$ cat src/rtl/tdc_pd_bin.sv
// Binary-output TDC phase detector: signed saturated ref/div edge offset in clk periods.
// Optional THERMO_OUT_EN adds legacy up_therm/dwn_therm thermometer outputs.
module tdc_pd_bin #(
   parameter int CNT_W       = 5,
   parameter int SYNC_STAGES = 2
) (
   input  logic                    clk,
   input  logic                    reset,
   input  logic                    clk_ref,
   input  logic                    freq_div,
   input  logic                    err_ready,
   output logic signed [CNT_W:0]   phase_err,
   output logic                    err_valid,
   output logic                    lead,
   output logic                    sat,
   output logic                    overrun
`ifdef THERMO_OUT_EN
   ,
   output logic [2**CNT_W-2:0]     up_therm,
   output logic [2**CNT_W-2:0]     dwn_therm
`endif
);

   localparam int TW = 2**CNT_W - 1;
   localparam logic [CNT_W-1:0] MAXC = '1;

   typedef enum logic [1:0] {
      IDLE,
      LEAD_REF,
      LEAD_DIV
   } state_t;

   logic [SYNC_STAGES-1:0] ref_sync, div_sync;
   logic ref_last, div_last, ref_rise, div_rise;

   always_ff @(posedge clk or negedge reset) begin
      if (!reset) begin
         ref_sync <= '0;
         div_sync <= '0;
         ref_last <= 1'b0;
         div_last <= 1'b0;
         ref_rise <= 1'b0;
         div_rise <= 1'b0;
      end else begin
         ref_sync <= {ref_sync[SYNC_STAGES-2:0], clk_ref};
         div_sync <= {div_sync[SYNC_STAGES-2:0], freq_div};
         ref_last <= ref_sync[SYNC_STAGES-1];
         div_last <= div_sync[SYNC_STAGES-1];
         ref_rise <= ref_sync[SYNC_STAGES-1] & ~ref_last;
         div_rise <= div_sync[SYNC_STAGES-1] & ~div_last;
      end
   end

   state_t state_q, state_d;
   logic [CNT_W-1:0] cnt_q, cnt_d;
   logic clamp_q, clamp_d;
   logic done, res_neg, res_sat;
   logic [CNT_W-1:0] res_mag;

   always_ff @(posedge clk or negedge reset) begin
      if (!reset) begin
         state_q <= IDLE;
         cnt_q   <= '0;
         clamp_q <= 1'b0;
      end else begin
         state_q <= state_d;
         cnt_q   <= cnt_d;
         clamp_q <= clamp_d;
      end
   end

   always_comb begin
      state_d = state_q;
      cnt_d   = cnt_q;
      clamp_d = clamp_q;
      done    = 1'b0;
      res_neg = 1'b0;
      res_sat = 1'b0;
      res_mag = '0;
      unique case (state_q)
         IDLE: begin
            if (ref_rise && div_rise) begin
               done = 1'b1;
            end else if (ref_rise) begin
               state_d = LEAD_REF;
               cnt_d   = CNT_W'(1);
               clamp_d = 1'b0;
            end else if (div_rise) begin
               state_d = LEAD_DIV;
               cnt_d   = CNT_W'(1);
               clamp_d = 1'b0;
            end
         end
         LEAD_REF: begin
            if (div_rise) begin
               done    = 1'b1;
               res_mag = cnt_q;
               res_sat = clamp_q;
               state_d = IDLE;
            end else if (ref_rise) begin
               done    = 1'b1;
               res_mag = MAXC;
               res_sat = 1'b1;
               state_d = IDLE;
            end else if (cnt_q == MAXC) begin
               clamp_d = 1'b1;
            end else begin
               cnt_d = cnt_q + CNT_W'(1);
            end
         end
         LEAD_DIV: begin
            res_neg = 1'b1;
            if (ref_rise) begin
               done    = 1'b1;
               res_mag = cnt_q;
               res_sat = clamp_q;
               state_d = IDLE;
            end else if (div_rise) begin
               done    = 1'b1;
               res_mag = MAXC;
               res_sat = 1'b1;
               state_d = IDLE;
            end else if (cnt_q == MAXC) begin
               clamp_d = 1'b1;
            end else begin
               cnt_d = cnt_q + CNT_W'(1);
            end
         end
         default: state_d = IDLE;
      endcase
   end

   logic [CNT_W:0] mag_x;
   logic [CNT_W:0] res;
   logic           lead_n;

   assign mag_x  = {1'b0, res_mag};
   assign res    = res_neg ? -mag_x : mag_x;
   assign lead_n = ~res_neg & (res_mag != '0);

`ifdef THERMO_OUT_EN
   logic [TW-1:0] therm;

   always_comb begin
      therm = '0;
      for (int i = 0; i < TW; i++) begin
         therm[i] = (res_mag > CNT_W'(i));
      end
   end
`endif

   // Consumer never stalls measurement; an unaccepted result is overwritten.
   always_ff @(posedge clk or negedge reset) begin
      if (!reset) begin
         phase_err <= '0;
         err_valid <= 1'b0;
         lead      <= 1'b0;
         sat       <= 1'b0;
         overrun   <= 1'b0;
`ifdef THERMO_OUT_EN
         up_therm  <= '0;
         dwn_therm <= '0;
`endif
      end else if (done) begin
         phase_err <= res;
         err_valid <= 1'b1;
         lead      <= lead_n;
         sat       <= res_sat;
         overrun   <= err_valid & ~err_ready;
`ifdef THERMO_OUT_EN
         up_therm  <= res_neg ? '0 : therm;
         dwn_therm <= res_neg ? therm : '0;
`endif
      end else if (err_valid && err_ready) begin
         err_valid <= 1'b0;
         overrun   <= 1'b0;
      end
   end

endmodule
$ cat config.mk
export PLATFORM = sky130hd
export DESIGN_NAME = tdc_pd_bin
export DESIGN_NICKNAME = d
export VERILOG_FILES = /design/src/rtl/tdc_pd_bin.sv
export SDC_FILE = /design/constraint.sdc
export NUM_CORES = 1
export LEC_CHECK = 0
export ABC_AREA = 1
export CORE_ASPECT_RATIO = 1.75
export CORE_MARGIN = 8
export CORE_UTILIZATION = 52
export DETAILED_ROUTE_END_ITERATION = 7
export PLACE_DENSITY = 0.76
export REMOVE_ABC_BUFFERS = 1
export SYNTH_ARGS = -nofsm -noshare
export SYNTH_HDL_FRONTEND = slang
export SYNTH_SLANG_ARGS = --single-unit
export TNS_END_PERCENT = 50
$ cat constraint.sdc
create_clock -name clk -period 3.02 [get_ports clk]
set_input_delay 0.755 -clock clk [delete_from_list [all_inputs] [get_ports clk]]
set_output_delay 0.755 -clock clk [all_outputs]
set_load 0.02 [all_outputs]
==> out/results.txt <==
via/cell ratio = 5.457
Post-synth EDFFs = 0
worst r2r path cells = 10
crit-path max cell delay = 430 ps
Initial Util = 54.42%
total setup buffers inserted after CTS = 0
CTS max path bufs = 2
top cells by area, synth = dfrtp_1 48%, nand2_1 12%, ha_1 9.2%, o21ai_0 6.3%, inv_1 4.2%
Worst slew margin = 76.75%
post-route ant nets = 0
reg-to-reg startpoint = state_q[1]
ant diodes = 0
Detailed Routing Iterations Pass 1 = 4
dpl hpwl = 2170 um
max_cap viols = 0
total power = 1.462 mW
Power Dens Cells = 922.3 nW/um^2
CTS tree = yes
Area Growth Syn to Fin = 16.88%
largest net degree at the start of global routing = 27
CP Launch Type = flop
met2 usage = 23.42%
gr ovfl total = 0
RSZ-0062 raised after global routing = false
period utilization = 75.57%
via count = 1086
clk_skew = 1.686 ps
Hold Crit Endpoint = ref_sync[1]
CP required = 3180 ps
final core utilization = 63.60%
Layout Nets = 189
syn_area_per_cell = 8.694 um^2
post-layout min period = 2282 ps
yosys warns = 0
Crit-path slowest cell = dfrtp_1
Reg area = 650.6 um^2
kind of critical path = flop to flop
Yosys cell types = 23
Post-CTS Resized = 0
sequential fraction of the synthesis area = 47.97%
Slew Viols, Final = 0
Hold WC Path Type = flop to flop
combinational power share = 46.5%
Setup Total Neg Slack = 0 ps
worst hold margin = 364.6 ps
Clk pwr share = 19.6%
status = complete, no violations
asr flop ratio synth = 100.0%
Synth top area share = 47.97%
fmax = 438.1 MHz
wire per inst = 13.93 um
DRT Wirelength = 2772 um
Final Hold Vio Count = 0
Num CTS Buffers = 3
Commonest cells post-synth = 44 x nand2_1, 26 x dfrtp_1, 17 x o21ai_0
CTS H-tree lvls = 1
Die Footprint = 4563 um^2
I/O pin count = 15
PortBufs = 14
area of the multi-input gates = 615.6 um^2
DRT iter0 DRCs = 37
count leader, synth = nand2_1
core footprint = 2492 um^2
Fillers = 207
ys flop type = dfrtp_1
Synth area leader = dfrtp_1
cts hold-fix bufs = 0
row cnt = 24
Reg2Reg Capture Point = phase_err[4]
initial antenna violation count = 0
share of layout cells above drive strength 1 = 8.671%
CP Cell Sequence = inv_1 -> ha_1 -> inv_2 -> nor2_4 -> nand2_1 -> ha_1 -> and3_1 -> ha_1 -> o21ai_0 -> nand2_1
hold depth = 0
count of final setup violators = 0
Worst-Skew Late Latency = 270 ps
GR Layer Usage met1 = 12.86%
GR Util met3 = 1.964%
gr usage total = 12.95%
Reg power frac = 33.9%
Die Y = 83.56 um
cell area after synthesis = 1356 um^2
beginning of the worst hold path = ref_sync[0]
Int Power = 0.8726 mW
VDD IR max = 0.4432 mV
CP dominant cell by count = ha_1
register bit total from synthesis = 26
global-route wire length before repair = 4623 um
worst-path maximum fanout = 6
synthesized instance count = 156
P_sw = 0.5895 mW
number of global-route vias before repair = 1129
gr busiest metal = met2
Die W = 54.61 um
slew of the pin with the lowest slew margin = 348.8 ps
CTS Root Cell = clkbuf_8
# DRC = 0
Pleak = 0.7631 nW
Num Clock Sinks = 26
Reg2Reg Setup Slack = 740 ps
Critical Path AT = 2450 ps
Worst-path clk slew = 90 ps
routability cong. = 0.8859
switch share = 40.32%
CP endpoint kind = flop
==> per-layer routing <==
| metal | vias to the layer above | wire length (um) |
|---|---|---|
| met1 | 507 | 987 |
| met3 | 10 | 143 |
| met4 | 0 | 95 |
| met2 | 31 | 1546 |
| li1 | 538 | - |
| met5 | - | 0 |
==> metrics by stage <==
step	worst slack [ps]	instance area, um^2	cells
global route	611.8	1585	199
global placement	855.9	1514	195
CTS	738.2	1585	199
detailed placement	755.3	1514	195
finish	737.7	1585	199
floorplan	936.2	1334	154
==> power groups by stage <==
stage	combinational (mW)	sequential, mW	clock (mW)
floorplan	0.397	0.555	0
global placement	0.652	0.495	0
detailed placement	0.681	0.505	0
CTS	0.687	0.497	0.294
global route	0.759	0.506	0.304
finish	0.680	0.495	0.286
==> logic make-up after synthesis <==
kind of cell | after synthesis | synth area share (%)
xor gates and xnor gates | 2 | 1.292
DFF | 26 | 47.97
buffers and inverters | 20 | 6.642
and+or+nand+nor | 67 | 21.40
adders and majority gates | 10 | 9.225
AOI/OAI and AO/OA | 31 | 13.47
==> worst max-delay path: cells and delay by family, from the launching register on <==
family                     cells  cell delay, ps
adders and majority gates      3             890
and+or+nand+nor                4             530
DFF                            1             430
buffers and inverters          2             190
AOI/OAI and AO/OA              1             150
==> cell type report <==
type | count | area share [%]
multi-input cells | 110 | 38.83
flip-flops and latches | 26 | 41.04
inverters | 18 | 4.262
well taps | 26 | 2.052
repair buffers | 15 | 9.313
clock inverters | 1 | 1.894
clock buffers | 3 | 2.605
==> worst max-delay path by stage <==
| stage | start | endpoint | cells past startpoint |
|---|---|---|---|
| finish | state_q[1] | phase_err[4] | 10 |
| global placement | state_q[0] | phase_err[4] | 10 |
| CTS | state_q[0] | phase_err[4] | 10 |
| detailed placement | state_q[0] | phase_err[4] | 10 |
| floorplan | state_q[0] | phase_err[4] | 10 |
| global route | state_q[0] | phase_err[4] | 11 |
==> layout by cell type (no fill, tap or decap) <==
cell type | netlist | final
nand3_2 | 1 | 1
a21oi_2 | 1 | 1
ha_1 | 10 | 10
buf_4 | 0 | 1
a21oi_4 | 1 | 1
nor2_4 | 2 | 2
xor2_1 | 2 | 2
nand4_1 | 1 | 1
inv_1 | 15 | 15
dfrtp_1 | 26 | 26
o21ai_0 | 17 | 17
and3_1 | 1 | 1
o21ai_1 | 2 | 2
or2_2 | 1 | 1
nor2_1 | 9 | 9
o21ai_2 | 1 | 1
nand3_1 | 8 | 8
o31a_1 | 1 | 1
o22ai_1 | 2 | 2
nand2_1 | 44 | 44
a21oi_1 | 5 | 5
inv_2 | 3 | 3
clkdlybuf4s50_1 | 0 | 14
clkbuf_8 | 0 | 3
o31ai_1 | 1 | 1
bufinv_16 | 0 | 1
==> state kept, by name, summed over array words and instances, names as in the netlist <==
register / flops
clamp_q: 1
cnt_q: 5
div_last: 1
div_rise: 1
div_sync: 2
err_valid: 1
lead: 1
overrun: 1
phase_err: 6
ref_last: 1
ref_rise: 1
ref_sync: 2
sat: 1
state_q: 2
No activity file was read; power rests on OpenSTA's default activity.
==> edit 1 (config.mk and constraints unchanged) <==
The option `THERMO_OUT_EN` is turned on by a define.
--- a/src/rtl/tdc_pd_bin.sv
+++ b/src/rtl/tdc_pd_bin.sv
@@ -1,4 +1,6 @@
 // Binary-output TDC phase detector: signed saturated ref/div edge offset in clk periods.
 // Optional THERMO_OUT_EN adds legacy up_therm/dwn_therm thermometer outputs.
+`define THERMO_OUT_EN
+
 module tdc_pd_bin #(
    parameter int CNT_W       = 5,
Behaviour (old outputs only; new: dwn_therm and up_therm): unchanged (equiv_simple and equiv_induct, registers matched by name and starting in step).
==> edit 1 against the unedited design <==
  * Routed wire length rose to 3.7 times the old value
  * First-iteration DRC count rose to 7.0 times the old value
  * Area after synthesis rose to 3.0 times the old value
  * Largest cell class unchanged
  * Total power rose to 3.0 times the old value
  * Critical path type unchanged
  * Worst setup slack worse by 160 ps
  * Design area rose to 3.3 times the old value
  * Sequential cell count up 61
==> edit 1: results (changes against the unedited design) <==
| Metric | Value |
|---|---|
| Final RePlAce weighted congestion | 0.890 (+0.50%) |
| First-pass GRT wire length | 16,500 microns (+260%) |
| Placed Cells | 629 (+220%) |
| Worst R2R Setup Slack | 580 ps (-160 ps) |
| Reg2reg path depth | 12 (+2) |
| Final WL | 10,200 microns (+270%) |
| Vias in the first global route | 3,408 (+200%) |
| TritonCTS Buffers | 9 (+6) |
| Layout cells sized above 1 | 6.64% (-2.0 points) |
| Crit path max fanout | 10 (+4) |
| Root Buffer | clkbuf_16 |
| Yosys cell types | 27 (+17%) |
| Int Power | 2.73 mW (+210%) |
| Largest net degree at the start of global routing | 88 (+230%) |
| Overall routing resource usage | 19.2% (+6.2 points) |
| Status | finished, final reports clean |
| Sequential area share after synthesis | 54.0% (+6.0 points) |
| Launch point of the worst reg-to-reg path | state_q[0] |
| HPWL after DPL | 7290 microns (+240%) |
| Hold Startpoint | div_sync[0] |
| Top post-synthesis cells by count | nand2_1 (200), dfrtp_1 (87), nand3_1 (40) |
| Worst Hold Path EP | div_sync[1] |
| Layout Nets | 570 (+200%) |
| H-tree lvl count | 3 (+2) |
| Via count | 3,437 (+220%) |
| Largest cells by area after synthesis | dfrtp_1 (54%), nand2_1 (19%), nand3_1 (5.0%) |
| Reg2reg end | dwn_therm[17] |
| Crit path arrival time | 2710 ps (+260 ps) |
| Skew-Pair Late Insertion Delay | 330 ps (+60 ps) |
| Syn avg cell area | 8.41 sq um (-3.3%) |
## edit 1: changes by cell type after synthesis, moves of 4 or more
cell | before | now
a21oi_1 | 5 | 9
buf_2 | 0 | 9
buf_4 | 0 | 6
dfrtp_1 | 26 | 87
inv_1 | 15 | 29
nand2_1 | 44 | 200
nand3_1 | 8 | 40
nor2_1 | 9 | 23
o21ai_0 | 17 | 22
o21ai_1 | 2 | 10
## edit 1: power groups by stage
stage	combinational, mW	sequential [mW]	clock (mW)
after floorplan	0.805	1.66	0
after global placement	1.58	1.50	0
after detailed placement	1.61	1.50	0
after CTS	1.62	1.49	1.28
after global routing	1.76	1.51	1.33
final	1.61	1.49	1.26
## edit 1: worst max-delay path by stage
stage / from / to / slack [ps] / cells past startpoint
2_1_floorplan: state_q[0] / up_therm[25] / 700 / 8
3_3_place_gp: state_q[0] / up_therm[17] / 720 / 12
3_5_place_dp: state_q[1] / dwn_therm[21] / 610 / 12
4_1_cts: state_q[0] / dwn_therm[17] / 560 / 12
5_1_grt: state_q[0] / dwn_therm[17] / 380 / 12
6_report: state_q[0] / dwn_therm[17] / 580 / 12
## edit 1: area by class of cell
cell class	instances	area, sq um
inverter	34	130
clock buffer	10	239
fill	644	2410
sequential	87	2180
clock inverter	6	108
multi-input combinational	342	1620
timing repair buffer	78	773
tap	88	110
## edit 1: logic make-up after synthesis
logic type                 count (synthesis)  synth area share, %
AOI/OAI and AO/OA                         47                 6.64
xor gates and xnor gates                   3                0.651
adders and majority gates                 13                 4.03
buffers and inverters                     51                 6.02
DFF                                       87                 54.0
and+or+nand+nor                          279                 28.7
## edit 1: through the flow
step | power [mW] | instance area, sq um | worst slack [ps]
after global routing | 4.60 | 5150 | 383
after floorplan | 2.47 | 3920 | 700
final | 4.36 | 5150 | 582
after global placement | 3.07 | 4810 | 717
after CTS | 4.38 | 5150 | 561
after detailed placement | 3.11 | 4810 | 606
## edit 1: critical path: stages, from the launching register on
cell     delay (ps)
dfrtp_1         400
inv_1           110
ha_1            420
o21ai_4         150
inv_4           110
nand2_2         200
inv_1           140
ha_1            230
inv_1           110
nand2_1         100
a21oi_1         220
nand2_1          90
nand2_1          80
## edit 1: layer usage
layer  vias to the layer above  share of wire (%)  GRT usage (%)  routed length, microns
li1                       1661                  -              -                       -
met1                      1688                 38           20.9                    3930
met2                        71                 56           34.7                    5700
met3                        17                3.7           3.39                     379
met4                         0                2.0           6.95                     206
met5                         -                  0              0                       0
==> edit 2 (same flow settings) <==
Made on the original files. Encoding of `state_t`: now one-hot (3 bits for 3 states).
--- a/src/rtl/tdc_pd_bin.sv
+++ b/src/rtl/tdc_pd_bin.sv
@@ -25,8 +25,8 @@
    localparam logic [CNT_W-1:0] MAXC = '1;
 
-   typedef enum logic [1:0] {
-      IDLE,
-      LEAD_REF,
-      LEAD_DIV
+   typedef enum logic [2:0] {
+      IDLE     = 3'b001,
+      LEAD_REF = 3'b010,
+      LEAD_DIV = 3'b100
    } state_t;
 
Check against the original RTL: same outputs for any inputs over 10 cycles, from zero or initial values and one cycle with reset low; not proved beyond that.
==> edit 2 against the unedited design <==
  * Design area up 1.6%
  * Total power fell by 20%
  * Sequential power is essentially flat
  * Critical path depth shrank 9
  * Worst setup slack better by 260 ps
  * Clock power is 23% lower
  * Routed wire length shrank 5.9%
  * Area after synthesis grew 2.4%
  * Hold slack lost 7.4 ps
  * Sequential cell count increased by 1
==> edit 2: results (changes against the unedited design) <==
| Metric | Value |
|---|---|
| Status | finished, final reports clean |
| WL met1 | 1020 microns (+3.2%) |
| Post-synthesis xor/xnor area fraction | 1.26% (-0.030 points) |
| Synth Area in Compound Gates | 4.32% (-9.1 points) |
| Yosys cell types | 22 (-4.3%) |
| Total length of routed met3 wires | 101 microns (-29%) |
| CP delay by family, top | buffers and inverters |
| Crit path arrival time | 1270 ps (-1180 ps) |
| M1 GR Usage | 12.9% (about the same) |
| First-pass GRT wire length | 4730 microns (+2.2%) |
| Top post-synthesis cells by count | nand2_1 (63), dfrtp_1 (26), nor2_1 (17) |
| Vias per Instance | 5.03 (-7.8%) |
| Metal2 WL | 1420 microns (-8.3%) |
| Post-DP Area | 0.00156 sq mm (+3.1%) |
| Reg2reg path depth | 11 (+1) |
| Final RePlAce weighted congestion | 0.789 (-11%) |
| Via count | 1,102 (+1.5%) |
| Crit path max fanout | 3 (-3) |
| Area Overhead vs Synth | 15.9% |
| Slowest CP cell | clkdlybuf4s50_1 |
| Worst stage delay on the critical path | 610 ps (+180 ps) |
| Layout Nets | 202 (+6.9%) |
| Top Registers | phase_err x6, cnt_q x5, state_q x3 |
| Largest cells by area after synthesis | dfrtp_1 (47%), nand2_1 (17%), nor2_1 (4.6%) |
| Placed Cells | 215 (+10%) |
| Slew headroom | 71.7% (-5.0 points) |
| Layout fillers | 248 (+20%) |
| VDD IR-drop max | 563 uV (+27%) |
| DR iter-0 viols | 17 (-54%) |
## edit 2: cell count changes in the layout (fill, tap and decap cells not counted), moves of 3 or more
cell	delta
ha_1	-6
inv_2	+3
nand2_1	+19
nand2_2	+3
nand2_4	+3
nand3_1	+3
nor2_1	+8
nor2_2	+4
o21ai_0	-14
## edit 2: path summary, 6_finish.rpt
path | start | end | slack, ps
setup / recovery | err_valid | err_valid | 990
hold / removal | div_sync[0] | div_sync[1] | 360
setup reg to reg | div_rise | phase_err[4] | 1110
hold reg to reg | div_sync[0] | div_sync[1] | 360
max in group asynchronous | reset | state_q[0] | 1890
min in group asynchronous | reset | state_q[2] | 840
## edit 2: layout make-up
type / instances / area share (%)
clock buffers: 3 / 2.56
flip-flops and latches: 27 / 42.0
repair buffers: 15 / 9.17
inverters: 22 / 5.13
clock inverters: 1 / 0.544
well taps: 27 / 2.10
multi-input cells: 124 / 38.5
## edit 2: power by group
group          switching, mW  internal, mW
Clock                  0.122        0.0970
Combinational          0.273         0.182
Sequential            0.0550         0.440
